--- src/rtl/lsu_ctrl.sv ---
// Load/store controller: issues byte/half/word accesses to data_mem with lane select,
// load extension and read-modify-write for sub-word stores. Optional build macro:
// LSU_MISALIGN_TRAP_EN (misaligned half/word accesses error instead of being aligned).
module lsu_ctrl #(
  parameter int ADDR_W = 32
) (
  input  logic              clk,
  input  logic              rst,
  input  logic              req_valid,
  output logic              req_ready,
  input  logic              req_we,
  input  logic [1:0]        req_size,
  input  logic              req_unsigned,
  input  logic [ADDR_W-1:0] req_addr,
  input  logic [31:0]       req_wdata,
  output logic              resp_valid,
  output logic [31:0]       resp_rdata,
  output logic              resp_err,
  output logic [31:0]       mem_addr,
  output logic [31:0]       mem_wd,
  output logic              mem_we,
  input  logic [31:0]       mem_rd
);

  // state  | meaning
  // IDLE   | ready for a request
  // RD     | memory word read (load result or RMW base)
  // WR     | single-cycle write to data_mem
  // ERR    | rejected request, no memory access
  // RESP   | one-cycle response pulse
  typedef enum logic [2:0] {S_IDLE, S_RD, S_WR, S_ERR, S_RESP} state_t;

  localparam logic [1:0] SZ_BYTE = 2'b00;
  localparam logic [1:0] SZ_HALF = 2'b01;
  localparam logic [1:0] SZ_WORD = 2'b10;
  localparam logic [1:0] SZ_ILL  = 2'b11;

  state_t state, state_nxt;

  logic [ADDR_W-1:0] addr_q;
  logic [1:0]        size_q;
  logic              we_q;
  logic              uns_q;
  logic              err_q;
  logic [31:0]       wdata_q;
  logic [31:0]       hold_q;
  logic [31:0]       rdata_q;

  logic              accept;
  logic              illegal;
  logic [ADDR_W-1:0] addr_al;
  logic [ADDR_W-1:0] word_idx;
  logic [7:0]        lane_b;
  logic [15:0]       lane_h;
  logic [31:0]       load_ext;
  logic [31:0]       merged;

  assign accept = req_valid && (state == S_IDLE);

  always_comb begin
    addr_al = req_addr;
    if (req_size == SZ_HALF)
      addr_al[0] = 1'b0;
    else if (req_size == SZ_WORD)
      addr_al[1:0] = 2'b00;
  end

`ifdef LSU_MISALIGN_TRAP_EN
  assign illegal = (req_size == SZ_ILL)
                || ((req_size == SZ_HALF) && req_addr[0])
                || ((req_size == SZ_WORD) && (req_addr[1:0] != 2'b00));
`else
  assign illegal = (req_size == SZ_ILL);
`endif

  always_ff @(posedge clk or posedge rst) begin
    if (rst)
      state <= S_IDLE;
    else
      state <= state_nxt;
  end

  always_comb begin
    state_nxt = state;
    case (state)
      S_IDLE: begin
        if (accept) begin
          if (illegal)
            state_nxt = S_ERR;
          else if (!req_we || (req_size != SZ_WORD))
            state_nxt = S_RD;
          else
            state_nxt = S_WR;
        end
      end
      S_RD:    state_nxt = we_q ? S_WR : S_RESP;
      S_WR:    state_nxt = S_RESP;
      S_ERR:   state_nxt = S_RESP;
      S_RESP:  state_nxt = S_IDLE;
      default: state_nxt = S_IDLE;
    endcase
  end

  always_ff @(posedge clk or posedge rst) begin
    if (rst) begin
      addr_q  <= '0;
      size_q  <= '0;
      we_q    <= 1'b0;
      uns_q   <= 1'b0;
      err_q   <= 1'b0;
      wdata_q <= '0;
      hold_q  <= '0;
      rdata_q <= '0;
    end else begin
      if (accept) begin
        addr_q  <= addr_al;
        size_q  <= req_size;
        we_q    <= req_we;
        uns_q   <= req_unsigned;
        err_q   <= illegal;
        wdata_q <= req_wdata;
      end
      if (state == S_RD) begin
        hold_q  <= mem_rd;
        rdata_q <= load_ext;
      end
    end
  end

  assign lane_b = mem_rd[{addr_q[1:0], 3'b000} +: 8];
  assign lane_h = mem_rd[{addr_q[1], 4'b0000} +: 16];

  always_comb begin
    case (size_q)
      SZ_BYTE: load_ext = {{24{~uns_q & lane_b[7]}}, lane_b};
      SZ_HALF: load_ext = {{16{~uns_q & lane_h[15]}}, lane_h};
      default: load_ext = mem_rd;
    endcase
  end

  // Sub-word stores patch only the addressed lane(s) of the word read in RD.
  always_comb begin
    merged = hold_q;
    case (size_q)
      SZ_BYTE: merged[{addr_q[1:0], 3'b000} +: 8] = wdata_q[7:0];
      SZ_HALF: merged[{addr_q[1], 4'b0000} +: 16] = wdata_q[15:0];
      default: merged = wdata_q;
    endcase
  end

  assign word_idx = addr_q >> 2;

  always_comb begin
    req_ready  = (state == S_IDLE);
    mem_we     = (state == S_WR);
    mem_wd     = (state == S_WR) ? merged : 32'h0;
    mem_addr   = 32'(word_idx);
    resp_valid = (state == S_RESP);
    resp_err   = (state == S_RESP) && err_q;
    resp_rdata = ((state == S_RESP) && !we_q && !err_q) ? rdata_q : 32'h0;
  end

endmodule

--- config.mk ---
export PLATFORM = sky130hd
export DESIGN_NAME = lsu_ctrl
export DESIGN_NICKNAME = d
export VERILOG_FILES = /design/src/rtl/lsu_ctrl.sv
export SDC_FILE = /design/constraint.sdc
export NUM_CORES = 1
export LEC_CHECK = 0
export ABC_AREA = 0
export CAP_MARGIN = 20
export CORE_AREA = 8 8 115 169
export DETAILED_ROUTE_END_ITERATION = 12
export DIE_AREA = 0 0 123 177
export PLACE_DENSITY = 0.76
export SYNTH_ARGS = -nofsm -noshare
export SYNTH_HDL_FRONTEND = slang
export SYNTH_SLANG_ARGS = --single-unit
export TNS_END_PERCENT = 30
--- constraint.sdc ---
create_clock -name clk -period 4.3 [get_ports clk]
set_input_delay 0.86 -clock clk [delete_from_list [all_inputs] [get_ports clk]]
set_output_delay 0.86 -clock clk [all_outputs]
set_load 0.01 [all_outputs]
==> impl_results.md <==
- Result of the run: finished, final reports clean
- Sequential-to-total area share from yosys stat: 46.8%
- Number of synthesis warnings: 0
- Sort of element at the end of the critical path: output pin
- Post-synth EDFFs: 0
- Count of instances resized after the clock tree is built: 0
- Maximum clock rate: 248 MHz
- Worst Path Required: 3.44 ns
- R2R Path End: rdata_q[8]$_DFFE_PP0N_
- Power density over the cells: 712 nW/um^2
- Number of max-slew violations in the final report: 0
- Antenna Diode Count: 0
- Post-Synthesis Cells: 891
- Avg Vias per Cell: 5.34
- Worst skew pair latency: 0.42 ns
- TritonCTS buffer count: 17
- Shortest period the worst path allows: 4.03 ns
- Category of the most critical setup path: reg -> out
- Highest ir drop seen on vdd: 0.357 mV
- Root buffer cell: sky130_fd_sc_hd__clkbuf_16
- Core Area: 17100 um^2
- Clock sink count: 136
- Effective utilization at floorplan: 42.5%
- Path depth of the worst reg2reg path: 5
- Drt first-iter violations: 562
- Worst path cell trace: inv_1 -> ha_1 -> nor2_1 -> nor4b_4 -> nand2_1 -> a21oi_1 -> clkdlybuf4s50_1
- Register clock-pin slew on the reported worst setup and hold paths: 0.06 ns
- Chip Height: 177 um
- DRT Pass-1 Iters: 5
- Final total negative setup slack: 0 ns
- Worst slew pin tran: 1.05 ns
- Primary FF master, synth: sky130_fd_sc_hd__dfrtp_1
- Global-route wire length before repair: 37900 um
- Buf+Inv Stages, Crit Path: 2
- PortBufs: 200
- Reg-to-reg startpoint: addr_q[1]$_DFFE_PP0P_
- Setup slack on the worst flop-to-flop path: 1.81 ns
- Delay of the slowest cell on the worst path: 0.58 ns
- Net count reported at finish: 1143
- Leakage Power: 4.42 nW
- Initial antenna violation count: 0
- Critical-path top delay cell: sky130_fd_sc_hd__nor4b_4
- Fraction of registers with async set/reset: 100%
- Period Utilization, post-route: 93.7%
- Share of the synthesized area in the top cell type: 46.8%
- Max FO, Critical Path: 10
- Avg WL per Cell: 19.3 um
- Vias after detailed routing: 6734
- Number of different library cells in the post-synthesis netlist: 42
- CTS H-Tree Depth: 4
- Start point of the worst hold path: addr_q[18]$_DFFE_PP0P_
- Final count of hold timing violations: 0
- Post-CTS Repair Setup Buffers: 0
- Arr. time, crit path: 3.17 ns
- TritonCTS clock tree: built
- Layout cell share with drive strength beyond 1: 7.16%
- Half-perimeter wire length after detailed placement: 17600 um
- Total congestion overflow: 0
- DIE WIDTH: 123 um
- Vias in the first global route: 6933
- End point of the worst hold path: addr_q[18]$_DFFE_PP0P_
- Area grow syn2layout: 34.8%
- Post-Syn Area: 7280 um^2
- Cell taking the most area after synthesis: sky130_fd_sc_hd__dfrtp_1
- Number of fillers in the final layout: 1597
- Ranking of synthesized cells by instance count: 321 x sky130_fd_sc_hd__nand2_1, 136 x sky130_fd_sc_hd__dfrtp_1, 44 x sky130_fd_sc_hd__a21oi_1
- Instance count along the most critical hold path: 2
- CP Launch Type: flop
- Worst slew slack as a fraction of its limit: 29.3%
- Floorplan die area: 21800 um^2
- Max Cap Viol: 0
- Final core utilization: 57.3%
- Dominant cells by area after synthesis: sky130_fd_sc_hd__dfrtp_1 47%, sky130_fd_sc_hd__nand2_1 17%, sky130_fd_sc_hd__buf_4 3.3%
- I/O pins: 203
- Synthesized area per cell: 8.17 um^2
- Row count: 59
- Worst clock skew: 0.0120 ns
- Total routing usage reported by global routing: 22.6%
- Crit-path leading delay family: simple AND/OR/NAND/NOR gates
- Worst Hold Class: reg -> reg
- Bufs on Longest Clock Path: 2
- Largest net degree at the start of global routing: 85
- Antenna-violating nets left: 0
- Final setup vio count: 0
- Number of hold buffers added after cts: 0
- Number of synthesized register bits: 136
- RD Place Congestion: 0.902
- Number of DRC violations after detailed routing: 0
- Total wire length after detailed routing: 24300 um
- Count leader, synth: sky130_fd_sc_hd__nand2_1
- Setup repair after global routing missed its margin: no
-- through the flow --
step | hold slack (ns) | cell area (um^2) | std cells | setup WS, ns | power [mW]
floorplan | 0.441 | 7280 | 892 | 1.41 | 4.36
global placement | 0.455 | 9210 | 1229 | 0.870 | 5.40
detailed placement | 0.462 | 9210 | 1229 | 0.766 | 5.46
CTS | 0.477 | 9810 | 1261 | 0.304 | 6.99
global route | 0.498 | 9810 | 1261 | 0.0813 | 7.44
finish | 0.473 | 9810 | 1261 | 0.272 | 6.98
-- kinds of logic (layout without fill, tap and decap cells) --
kind of cell | after synthesis | after routing | synth area share (%)
xor gates and xnor gates | 1 | 1 | 0.120
adders and majority gates | 5 | 5 | 0.860
AOI/OAI and AO/OA | 149 | 149 | 12.3
buffers and inverters | 108 | 264 | 7.69
DFF | 136 | 136 | 46.8
muxes | 27 | 27 | 4.04
other | 1 | 2 | 0.0515
and+or+nand+nor | 464 | 464 | 28.2
-- worst max path at each step --
stage	to	start	slack, ns	cells past startpoint
2_1_floorplan	mem_wd[30]	addr_q[1]$_DFFE_PP0P_	1.41	9
6_report	mem_wd[9]	addr_q[0]$_DFFE_PP0P_	0.27	7
3_3_place_gp	mem_wd[21]	addr_q[1]$_DFFE_PP0P_	0.87	6
3_5_place_dp	mem_wd[9]	addr_q[0]$_DFFE_PP0P_	0.77	7
4_1_cts	mem_wd[9]	addr_q[0]$_DFFE_PP0P_	0.30	7
5_1_grt	mem_wd[9]	addr_q[0]$_DFFE_PP0P_	0.08	7
-- power breakdown --
group | internal (mW) | total [mW] | switching (mW)
Sequential | 1.89 | 2.45 | 0.554
Combinational | 1.35 | 3.05 | 1.70
Clock | 0.884 | 1.49 | 0.602
Total | 4.12 | 6.98 | 2.86
-- metal layers --
| metal | global-route usage [%] | up-vias | share of wire (%) |
|---|---|---|---|
| met2 | 38.0 | 282 | 50 |
| li1 | - | 3203 | - |
| met1 | 26.3 | 3188 | 39 |
| met3 | 5.33 | 61 | 7.3 |
| met4 | 11.0 | 0 | 3.8 |
| met5 | 0 | - | 0 |
-- sequential cells by signal (all words and copies together), names as in the netlist --
signal	count
err_q	1
we_q	1
addr_q	32
size_q	2
wdata_q	32
hold_q	32
uns_q	1
rdata_q	32
state	3
-- worst reg2reg max path: stages (launching register included) --
cell,delay [ns]
sky130_fd_sc_hd__dfrtp_1,0.37
sky130_fd_sc_hd__buf_4,0.46
sky130_fd_sc_hd__mux2i_1,0.31
sky130_fd_sc_hd__mux2i_1,0.15
sky130_fd_sc_hd__a211oi_1,0.86
sky130_fd_sc_hd__a21oi_1,0.18
-- cells in the final DEF, fill, tap and decap left out, types with 21 or more instances in the layout --
cell,count
sky130_fd_sc_hd__nand2_1,320
sky130_fd_sc_hd__a21oi_1,44
sky130_fd_sc_hd__nand3_1,33
sky130_fd_sc_hd__nor2b_1,21
sky130_fd_sc_hd__o21ai_0,38
sky130_fd_sc_hd__a22oi_1,24
sky130_fd_sc_hd__dfrtp_1,136
sky130_fd_sc_hd__o22ai_1,24
sky130_fd_sc_hd__and2_1,33
sky130_fd_sc_hd__clkdlybuf4s50_1,200
-- layout make-up --
| class | count | area, um^2 | share of cell area [%] |
|---|---|---|---|
| Clock buffer | 18 | 439 | 4.48 |
| Clock inverter | 14 | 163 | 1.66 |
| Inverter | 17 | 67.6 | 0.689 |
| Multi-Input combinational cell | 648 | 3330 | 34.0 |
| Sequential cell | 136 | 3400 | 34.7 |
| Tap cell | 213 | 267 | 2.72 |
| Timing Repair Buffer | 215 | 2140 | 21.8 |
No activity file was read; power rests on OpenSTA's default activity.
